**config.mk**
```make
export PLATFORM = sky130hd
export DESIGN_NAME = bist_engine
export DESIGN_NICKNAME = d
export VERILOG_FILES = /design/src/rtl/bist_engine.sv
export SDC_FILE = /design/constraint.sdc
export NUM_CORES = 1
export LEC_CHECK = 0
export ABC_AREA = 0
export BUFFER_PORTS_ARGS = -buffer_cell sky130_fd_sc_hd__buf_2
export CAP_MARGIN = 30
export CORE_MARGIN = 4
export CORE_UTILIZATION = 49
export DETAILED_ROUTE_END_ITERATION = 16
export GPL_ROUTABILITY_DRIVEN = 0
export PLACE_DENSITY = 0.75
export RECOVER_POWER = 50
export SETUP_SLACK_MARGIN = 0.3
export SYNTH_ARGS = -nofsm -noshare
export SYNTH_HDL_FRONTEND = slang
export SYNTH_SLANG_ARGS = --single-unit
```
**constraint.sdc**
```tcl
create_clock -name CLK -period 2.18 [get_ports CLK]
set_clock_uncertainty 0.1 [all_clocks]
set_input_delay 0.654 -clock CLK [delete_from_list [all_inputs] [get_ports CLK]]
set_output_delay 0.654 -clock CLK [all_outputs]
set_load 0.01 [all_outputs]
```
**src/rtl/bist_engine.sv**
```systemverilog
// Logic BIST engine: an LFSR drives the CUT scan chain and inputs, a MISR compacts the
// responses, and the final signature is compared against a golden value.
module bist_engine #(
    parameter int                 LFSR_W     = 8,
    parameter logic [LFSR_W-1:0]  LFSR_TAPS  = 8'hB8,
    parameter logic [LFSR_W-1:0]  LFSR_SEED  = 8'h01,
    parameter int                 N_IN       = 3,
    parameter int                 N_OBS      = 3,
    parameter int                 MISR_W     = 8,
    parameter logic [MISR_W-1:0]  MISR_TAPS  = 8'hB8,
    parameter int                 SCAN_LEN   = 4,
    parameter int                 N_PATTERNS = 16,
    parameter logic [MISR_W-1:0]  GOLDEN     = 8'h00
) (
    input  logic              CLK,
    input  logic              RST,
    input  logic              bist_start,
    input  logic              bist_abort,
    input  logic [N_IN-1:0]   func_in,
    input  logic [N_OBS-1:0]  obs,
    output logic [N_IN-1:0]   cut_in,
    output logic              scan_en,
    output logic              scan_in,
    output logic              test_mode,
    output logic              bist_end,
    output logic              pass_fail,
    output logic [MISR_W-1:0] signature,
    output logic [2:0]        state_dbg
);

    localparam int SHIFT_W = $clog2(SCAN_LEN + 1);
    localparam int PAT_W   = $clog2(N_PATTERNS + 1);
    localparam logic [SHIFT_W-1:0] SHIFT_LAST = SHIFT_W'(SCAN_LEN - 1);
    localparam logic [PAT_W-1:0]   PAT_LAST   = PAT_W'(N_PATTERNS - 1);
    // An all-zero LFSR would lock up, so a zero seed is promoted to 1.
    localparam logic [LFSR_W-1:0]  SEED_EFF   = (LFSR_SEED == '0) ? LFSR_W'(1) : LFSR_SEED;

    typedef enum logic [2:0] {
        S_IDLE    = 3'd0,
        S_SEED    = 3'd1,
        S_SHIFT   = 3'd2,
        S_CAPTURE = 3'd3,
        S_COMPARE = 3'd4,
        S_DONE    = 3'd5
    } state_t;

    state_t               state_q, state_d;
    logic                 start_q;
    logic [LFSR_W-1:0]    lfsr;
    logic [MISR_W-1:0]    misr;
    logic [MISR_W-1:0]    obs_ext;
    logic [SHIFT_W-1:0]   shift_cnt;
    logic [PAT_W-1:0]     pat_cnt;
    logic                 start_pulse, abort_now;
    logic                 lfsr_load, lfsr_step, misr_clr, misr_step;
    logic                 shift_clr, shift_inc, pat_clr, pat_inc;
    logic                 flags_clr, result_load;

    // Control protocol: bist_start is edge-triggered and only honoured in IDLE/DONE;
    // bist_abort is a level that wins over a same-cycle start.
    assign start_pulse = bist_start & ~start_q & ~bist_abort;
    assign abort_now   = bist_abort & (state_q != S_IDLE);

    always_comb begin
        obs_ext            = '0;
        obs_ext[N_OBS-1:0] = obs;
    end

    always_comb begin
        state_d     = state_q;
        lfsr_load   = 1'b0;
        lfsr_step   = 1'b0;
        misr_clr    = 1'b0;
        misr_step   = 1'b0;
        shift_clr   = 1'b0;
        shift_inc   = 1'b0;
        pat_clr     = 1'b0;
        pat_inc     = 1'b0;
        flags_clr   = 1'b0;
        result_load = 1'b0;
        scan_en     = 1'b0;
        test_mode   = 1'b0;
        case (state_q)
            S_IDLE: begin
                if (start_pulse) state_d = S_SEED;
            end
            S_SEED: begin
                test_mode = 1'b1;
                lfsr_load = 1'b1;
                misr_clr  = 1'b1;
                shift_clr = 1'b1;
                pat_clr   = 1'b1;
                flags_clr = 1'b1;
                state_d   = S_SHIFT;
            end
            S_SHIFT: begin
                test_mode = 1'b1;
                scan_en   = 1'b1;
                lfsr_step = 1'b1;
                misr_step = 1'b1;
                shift_inc = 1'b1;
                if (shift_cnt == SHIFT_LAST) state_d = S_CAPTURE;
            end
            S_CAPTURE: begin
                test_mode = 1'b1;
                misr_step = 1'b1;
                pat_inc   = 1'b1;
                shift_clr = 1'b1;
                state_d   = (pat_cnt == PAT_LAST) ? S_COMPARE : S_SHIFT;
            end
            S_COMPARE: begin
                test_mode   = 1'b1;
                result_load = 1'b1;
                state_d     = S_DONE;
            end
            S_DONE: begin
                if (start_pulse) state_d = S_SEED;
            end
            default: state_d = S_IDLE;
        endcase

        // Abort freezes the datapath so the partial signature stays readable.
        if (abort_now) begin
            state_d     = S_IDLE;
            lfsr_load   = 1'b0;
            lfsr_step   = 1'b0;
            misr_clr    = 1'b0;
            misr_step   = 1'b0;
            shift_clr   = 1'b0;
            shift_inc   = 1'b0;
            pat_clr     = 1'b0;
            pat_inc     = 1'b0;
            result_load = 1'b0;
            flags_clr   = 1'b1;
        end
    end

    always_ff @(posedge CLK or negedge RST) begin
        if (!RST) begin
            state_q <= S_IDLE;
        end else begin
            state_q <= state_d;
        end
    end

    always_ff @(posedge CLK or negedge RST) begin
        if (!RST) begin
            start_q   <= 1'b0;
            lfsr      <= '0;
            misr      <= '0;
            shift_cnt <= '0;
            pat_cnt   <= '0;
            bist_end  <= 1'b0;
            pass_fail <= 1'b0;
        end else begin
            start_q <= bist_start;

            if (lfsr_load)      lfsr <= SEED_EFF;
            else if (lfsr_step) lfsr <= {lfsr[LFSR_W-2:0], ^(lfsr & LFSR_TAPS)};

            if (misr_clr)       misr <= '0;
            else if (misr_step) misr <= {misr[MISR_W-2:0], ^(misr & MISR_TAPS)} ^ obs_ext;

            if (shift_clr)      shift_cnt <= '0;
            else if (shift_inc) shift_cnt <= shift_cnt + SHIFT_W'(1);

            if (pat_clr)        pat_cnt <= '0;
            else if (pat_inc)   pat_cnt <= pat_cnt + PAT_W'(1);

            if (flags_clr) begin
                bist_end  <= 1'b0;
                pass_fail <= 1'b0;
            end else if (result_load) begin
                bist_end  <= 1'b1;
                pass_fail <= (misr == GOLDEN);
            end
        end
    end

    assign cut_in    = test_mode ? lfsr[N_IN-1:0] : func_in;
    assign scan_in   = lfsr[LFSR_W-1];
    assign signature = misr;
    assign state_dbg = state_q;

endmodule
```
# Word level (Yosys, flattened, before mapping)
# Index checks and enable logic that the tools add are counted.
# word_totals
wordCells,72
out_inout_bits,19
inputBits,10
regBits,30
# op_classes
muxes,32
n_bitwise,6
n_reduce_logical,15
eq_ne,9
n_addsub,2
# ops
cell,count
8-bit 2-to-1 mux,4
3-bit 2-to-1 mux,7
1-bit 2-to-1 mux,18
8-bit XOR reduction,2
3-bit one-hot mux with 5 select lines,1
5-bit 2-to-1 mux,2
2-bit nonzero test,5
3-bit by 2-bit == test with 1-bit output (second input constant),3
8-bit logical NOT,1
8-bit by 3-bit bitwise XOR with 8-bit output,1
3-bit == test (second input constant),2
2-bit OR reduction,3
5-bit by 1-bit adder with 5-bit output (second input constant),1
5-bit by 4-bit == test with 1-bit output (second input constant),1
4-bit OR reduction,1
3-bit by 1-bit adder with 3-bit output (second input constant),1
1-bit AND,3
3-bit by 1-bit == test with 1-bit output (second input constant),1
3-bit logical NOT,1
3-bit by 1-bit inequality test with 1-bit output (second input constant),1
3-bit inequality test (second input constant),1
3-bit nonzero test,1
1-bit NOT,2
2-bit AND reduction,1

# Depth between registers and ports, before layout
# Gate-level depths: netlist of the first run.
# logic_depth
word_depth,6
mapped_depth,6
ltp_nobuf,6

# Worst setup path after synthesis of the first run
# OpenSTA, ideal clock, no wires.
# synth_path
path_kind,register -> output
from,register state_q[0] (netlist: state_dbg[0])
to,output port cut_in[0]
t_required_ns,1.426
path_stages_with_launch,6
arrival_time_ns,1.702
path_buffers,2
path_slack_ns,-0.276
cell_sequence,dfrtp_1 -> buf_2 -> or2_1 -> buf_2 -> xor2_1 -> mux2_2
# synth_via
elab_chain_cells,4
elab_cells_between_ends,7
cone_classes,eq/ne (4); mux (2); reduce/logical (1)
# synth_lines
element,line,rtl
start: declaration,47,"state_t state_q, state_d;"
start signal: assignment,142,state_q <= state_d;
3-bit by 2-bit == test with 1-bit output (tied with other cells),83,case (state_q)
4-bit OR reduction (no line) *,n/a,
1-bit 2-to-1 mux *,83,
net test_mode,24,"output logic test_mode,"
3-bit 2-to-1 mux *,180,assign cut_in = test_mode ? lfsr[N_IN-1:0] : func_in;
end: declaration,21,"output logic [N_IN-1:0] cut_in,"
# Mark *: on every way through the listed nets, which the timed path passes. The rest lies on a longest branch.

# Worst setup path after layout of the first run
# layout_path
from,register state_q[0] (netlist: state_dbg[0])
to,output port cut_in[1]
# layout_via
elab_chain_cells,4
elab_cells_between_ends,7
cone_classes,eq/ne (4); mux (2); reduce/logical (1)
# layout_lines
element,line
3-bit by 2-bit == test with 1-bit output (tied with other cells),83
4-bit OR reduction (no line) *,n/a
1-bit 2-to-1 mux *,83
3-bit 2-to-1 mux *,180
# Every way passes the cells marked *; elsewhere a longest branch is shown, timed or not.

==> results of run 1 <==
## cell type report
cell class	count	area share [%]
multi-input cells	100	41.0
flip-flops and latches	30	39.8
repair buffers	36	12.2
well taps	44	2.92
clock buffers	6	2.72
inverters	7	1.39
## placed cells by master (no fill, tap or decap), drive strengths merged
cell type | synthesis | layout
or3b | 1 | 1
a22o | 9 | 9
or4b | 1 | 1
ha | 5 | 5
and3b | 1 | 1
a21oi | 3 | 3
o211ai | 1 | 1
o2bb2ai | 7 | 7
nand2 | 7 | 7
xnor2 | 6 | 6
inv | 7 | 7
o21ai | 7 | 7
nor4b | 1 | 1
clkbuf | 6 | 8
xor2 | 4 | 4
o21a | 1 | 1
and3 | 2 | 2
nor2 | 2 | 2
mux2 | 3 | 3
buf | 5 | 34
o22ai | 2 | 2
nor3b | 4 | 4
a32o | 2 | 2
nor3 | 2 | 2
a31oi | 11 | 11
nand2b | 3 | 3
dfrtp | 30 | 30
or2 | 1 | 1
nand3 | 4 | 4
nor2b | 8 | 8
mux2i | 2 | 2
## worst max-delay path, delay by kind of cell, from the launching register on
family / cells / cell delay, ns
DFF: 1 / 0.39
muxes: 1 / 0.33
and+or+nand+nor: 1 / 0.26
xor gates and xnor gates: 1 / 0.21
buffers and inverters: 1 / 0.12
## registers in the layout, indices dropped and copies added, names as in the netlist
register and cells:
pat_cnt 5, lfsr 8, pass_fail 1, start_q 1, shift_cnt 3, state_dbg 3, signature 8, bist_end 1
## where the power goes
group / internal [mW] / switching (mW) / total [mW]
sequential: 0.642 / 0.0905 / 0.733
clock: 0.145 / 0.170 / 0.315
combinational: 0.204 / 0.181 / 0.385
total: 0.991 / 0.441 / 1.43
## metal layers
metal | routed length [µm] | part of all wire (%) | GRT usage [%] | vias up
li1 | - | - | - | 600
met1 | 1470 | 45 | 22.0 | 594
met2 | 1550 | 48 | 28.1 | 31
met3 | 171 | 5.3 | 6.07 | 7
met4 | 55 | 1.7 | 7.12 | 0
met5 | 0 | 0 | 0 | -
## timing repair
item                                    in CTS  in global routing
gates resized for setup                      4                  4
endpoints found under the setup margin       7                  9
buffers inserted                             0                  1
## path summary, 6_finish.rpt
| path | to | slack (ns) |
|---|---|---|
| min in group asynchronous | state_dbg[0] | 0.60 |
| hold / removal | start_q | 0.39 |
| setup reg to reg | pat_cnt[3] | 0.41 |
| max in group asynchronous | state_dbg[2] | 0.37 |
| setup / recovery | cut_in[1] | -0.20 |
| hold reg to reg | pat_cnt[4] | 0.41 |
## through the flow
stage / power [mW] / hold slack (ns) / instance area, µm² / util [%]
floorplan: 0.997 / 0.258 / 1630 / -
global placement: 1.09 / 0.367 / 1800 / 58.8
detailed placement: 1.12 / 0.397 / 1800 / 58.8
CTS: 1.45 / 0.262 / 1870 / 61.2
global route: 1.53 / 0.367 / 1890 / 61.8
finish: 1.43 / 0.389 / 1890 / 61.8
## kinds of logic (layout without fill, tap and decap cells)
family                   after synthesis  count (layout)  synth area share, %
AO/OA/AOI/OAI                         43              43                 19.7
XOR/XNOR                              10              10                 5.61
adder cells (fa/ha/maj)                5               5                 4.01
buffers and inverters                 18              49                 5.21
flip-flops                            30              30                 48.1
multiplexers                           5               5                 3.45
AND/OR/NAND/NOR                       37              37                 13.9
==> results.tsv, run 1 <==
stage	metric	value	unit
die	die_width	64.5	µm
finish	antenna-diode-count	0	
timing	worstMarginPinSlew	1.55	ns
routing	totalWireLength	3240	µm
timing	final_min_period_over_clock_period	109	%
cts	clk_pin_slew_worst_paths	0.09	ns
power_and_ir_drop	power_per_cell_area	759	mW/mm²
finish	final_layout_size_suffix_gt1_share	26.8	%
die	floorplan.die_area	0.00415	mm²
timing	worst_slack	-0.200	ns
yosys	synthesis.area_per_instance	10.6	µm²
finish	fillerInstances	259	
cts	clock_latency	0.32	ns
critical_path	worst-path-max-fanout	4	
power_and_ir_drop	maximum_vdd_drop	0.387	mV
cts	htreeDepth	2	
critical_path	timing.critical_path.cells	or2_4 > xor2_4 > mux2_4 > buf_6	
critical_path	cp-start-kind	flop	
finish	final-seq-area	752	µm²
cts	ctsLongestPathBuffers	2	
critical_path	crit_path_max_incr_delay	0.39	ns
cts	clock_tree_from_tritoncts	yes	
placed_design	place.detailed.hpwl	2270	µm
cts	number_of_buffers_created_by_cts	5	
placed_design	placed_cells	216	
hold_path	timing.hold.worst_path_depth	1	
timing	timing.final.setup_violations	4	
die	boundaryPins	29	
routing	wire_per_inst	14.5	µm
flow_run	cap_violations	1	
timing	finalSetupTns	-0.602	ns
yosys	synth_largest_area_cell	dfrtp_1	
yosys	synth.yosys.warnings	0	
placed_design	placement.setup.worst_slack	0.0884	ns
timing	maxSlewHeadroom	-3.28	%
finish	synth_to_layout_area_growth	20.9	%
yosys	yosys.area.top_type_share	48.1	%
yosys	netlist_instances	148	
yosys	netlist_top_cells_count	30 x dfrtp_1, 11 x a31oi_1, 8 x a22o_1, 8 x nor2b_1	
finish	num-nets-final	195	
cts	clockRootBuffer	clkbuf_4	
cts	cts.hold.buffers_added	0	
hold_path	hold_start	bist_start	
global_route	initial_antenna_violation_count	0	
die	initial_utilization	51.1	%
global_route	grt_pass1_wl	5660	µm
yosys	ys_async_sr_fraction	100	%
timing	maxClockFrequency	420	MHz
critical_path	end_kind	primary output	
yosys	ys_ff_latch	30	
global_route	gr-usage-all-layers	17.7	%
routing	detailedRoute.firstIterationViolations	47	
critical_path	path_class	reg2out	
global_route	number_of_global_route_vias_before_repair	1219	
yosys	synth_enable_flop_cells	0	
timing	report.final.hold_viol_count	0	
critical_path	timing.reg2reg.worst_path_depth	4	
finish	multi_input_comb_area	773	µm²
routing	dr.pass1.iters	4	
timing	grt_setup_unrepaired	yes	
yosys	postSynthNetCount	163	
routing	detail_route.vias_per_cell	5.52	
critical_path	required	1.43	ns
timing	slew_violations	31	
routing	route.vias.total	1232	
placed_design	portBuffers	28	
global_route	gr_ovfl_total	0	
routing	drt_drc_violations_left	0	
die	std_cell_rows	20	
finish	finalNonFillerCells	223	
global_route	grt_start_max_net_pins	31	
yosys	ys_seq_area_share	48.1	%
die	design.core.area	0.00305	mm²
critical_path	crit_arrival	1.63	ns
critical_path	cpMaxStageDelayCell	dfrtp_1	
yosys	ranking_of_synthesized_cells_by_area	dfrtp_1 48%, a22o_1 4.5%, a31oi_1 4.4%, ha_1 4.0%, o2bb2ai_1 3.9%	
cts	tritoncts_num_sinks	30	
yosys	synth.cell_area	0.00156	mm²
timing	timing.final.crit_period	2.38	ns
yosys	yosys.cell_count.top_type	dfrtp_1	
hold_path	hp-class	in2reg	
yosys	netlist-cell-type-count	34	
run_status	failing_checks	capacitance limit, slew limit, setup timing	
run_status	run_status	complete, but fails checks	
critical_path	worst_setup_path_startpoint	state_dbg[0]	
critical_path	regToRegStartpoint	state_dbg[2]	
routing	detail-route-antenna-nets	0	
power_and_ir_drop	p_leak	0.863	nW
die	die_h	64.5	µm
yosys	synthFlopType	dfrtp_1	
Power figures use the tool's default switching activity.
==> run 2: changes to the inputs <==
Settings changed: CORE_MARGIN 4 to 1.5.
==> results.tsv, run 2 (synthesized netlist as in run 1, its figures left out) <==
stage	metric	value	unit	change
run_status	failing_checks	capacitance limit, slew limit, setup timing		unchanged
run_status	run_status	complete, but fails checks		unchanged
timing	maxSlewHeadroom	-7.24	%	was -3.28%
finish	fillerInstances	253		was 259
timing	slew_violations	31		unchanged
critical_path	required	1.43	ns	about the same
critical_path	crit_arrival	1.67	ns	was 1.63 ns
timing	timing.final.setup_violations	3		was 4
global_route	gr_ovfl_total	0		unchanged
die	design.core.area	0.00303	mm²	was 0.00305 mm²
timing	worstMarginPinSlew	1.61	ns	was 1.55 ns
global_route	gr-usage-all-layers	22.0	%	was 17.7%
cts	cts.hold.buffers_added	0		unchanged
finish	antenna-diode-count	0		unchanged
timing	finalSetupTns	-0.728	ns	was -0.602 ns
flow_run	cap_violations	1		unchanged
finish	postLayoutCellArea	0.00197	mm²	was 0.00189 mm²
critical_path	timing.critical_path.cells	or2_4 > xor2_4 > mux2_4 > buf_6		unchanged
cts	clock_tree_from_tritoncts	yes		unchanged
timing	maxClockFrequency	412	MHz	was 420 MHz
cts	htreeDepth	2		unchanged
routing	detail_route.vias_per_cell	5.43		was 5.52
routing	detailedRoute.firstIterationViolations	35		was 47
power_and_ir_drop	p_leak	0.902	nW	was 0.863 nW
timing	finalHoldWorstSlack	0.354	ns	was 0.389 ns
finish	layout_commonest_cell	dfrtp_1		unchanged
timing	report.final.hold_viol_count	0		unchanged
die	initial_utilization	51.6	%	was 51.1%
critical_path	critical-path-top-delay-family	flip-flops		unchanged
routing	wire_per_inst	14.6	µm	was 14.5 µm
die	die_width	59.5	µm	was 64.5 µm
finish	mostFrequentLayoutCells	29 x dfrtp_1, 22 x buf_2, 11 x a31oi_1		was 29 x dfrtp_1, 22 x buf_2, 11 x a31oi_1, 8 x a22o_1, 8 x nor2b_1
die	std_cell_rows	20		unchanged
critical_path	end_kind	primary output		unchanged
global_route	number_of_global_route_vias_before_repair	1231		was 1219
finish	num-nets-final	199		was 195
placed_design	place.detailed.hpwl	2250	µm	was 2270 µm
cts	clockRootBuffer	clkbuf_4		unchanged
power_and_ir_drop	maximum_vdd_drop	0.418	mV	was 0.387 mV
cts	number_of_buffers_created_by_cts	5		unchanged
die	floorplan.die_area	0.00353	mm²	was 0.00415 mm²
power_and_ir_drop	power_per_cell_area	750	mW/mm²	was 759 mW/mm²
hold_path	hp-class	in2reg		unchanged
critical_path	worst-path-max-fanout	4		unchanged
routing	dr.pass1.iters	4		unchanged
timing	timing.final.crit_period	2.43	ns	was 2.38 ns
critical_path	cp-start-kind	flop		unchanged
global_route	grt_pass1_wl	5690	µm	was 5660 µm
cts	ctsLongestPathBuffers	2		unchanged
cts	tritoncts_num_sinks	30		unchanged
global_route	initial_antenna_violation_count	0		unchanged
finish	final_layout_size_suffix_gt1_share	31.4	%	was 26.8%
routing	totalWireLength	3350	µm	was 3240 µm
timing	final_min_period_over_clock_period	111	%	was 109%
die	die_h	59.5	µm	was 64.5 µm
timing	worst_slack	-0.245	ns	was -0.200 ns
die	boundaryPins	29		unchanged
critical_path	worst-path-buf-inv	1		unchanged
finish	synth_to_layout_area_growth	26.0	%	was 20.9%
finish	finished_core_util	65.0	%	was 61.8%
global_route	grt_start_max_net_pins	31		unchanged
cts	clk_pin_slew_worst_paths	0.10	ns	was 0.09 ns
routing	detail-route-antenna-nets	0		unchanged
routing	route.vias.total	1243		was 1232
critical_path	path_class	reg2out		unchanged
critical_path	cpMaxStageDelayCell	dfrtp_1		unchanged
placed_design	total_placed_instance_area	0.00181	mm²	was 0.00180 mm²
placed_design	portBuffers	28		unchanged
placed_design	placement.setup.worst_slack	0.0663	ns	was 0.0884 ns
routing	drt_drc_violations_left	0		unchanged
timing	grt_setup_unrepaired	yes		unchanged
critical_path	crit_path_max_incr_delay	0.39	ns	about the same
cts	clock_latency	0.34	ns	was 0.32 ns
-- run 2: path summary, 6_finish.rpt --
| kind | from | end | slack (ns) | cells past startpoint |
|---|---|---|---|---|
| worst max register to register | state_dbg[2] | pat_cnt[3] | 0.36 | 5 |
| worst min-delay path | bist_start | start_q | 0.35 | 1 |
| min in group asynchronous | RST | start_q | 0.60 | 1 |
| worst min register to register | pat_cnt[4] | pat_cnt[4] | 0.39 | 2 |
| max in group asynchronous | RST | state_dbg[2] | 0.34 | 1 |
| worst max-delay path | state_dbg[0] | cut_in[0] | -0.25 | 4 |
-- run 2: layer usage --
metal,global-route usage (%),wire length [µm]
met4,6.82,31
met2,36.6,1590
met1,26.7,1550
met3,7.42,176
met5,0,0
-- run 2: stage by stage --
stage          std cells  total power [mW]
3_3_place_gp         218              1.09
4_1_cts              226              1.48
2_1_floorplan        148             0.997
6_report             229              1.48
5_1_grt              229              1.58
3_5_place_dp         218              1.12
-- run 2: repair_timing --
item / in CTS / in global routing
setup buffers: 0 / 3
pin swaps: 2 / 4
gates cloned: 0 / 0
resized for setup: 6 / 13
setup endpoints to repair: 7 / 9
-- run 2: power breakdown --
part	total [mW]	switching [mW]	internal, mW
combinational	0.399	0.185	0.214
sequential	0.730	0.0877	0.642
clock	0.348	0.192	0.156
-- run 2: final cells by class --
class	instances	area (µm²)	share of cell area, %
clock buffer	7	55.1	2.80
clock inverter	1	5.00	0.254
inverter	7	26.3	1.34
tap	44	55.1	2.80
sequential	30	752	38.2
timing repair buffer	40	285	14.5
multi-input combinational	100	790	40.1
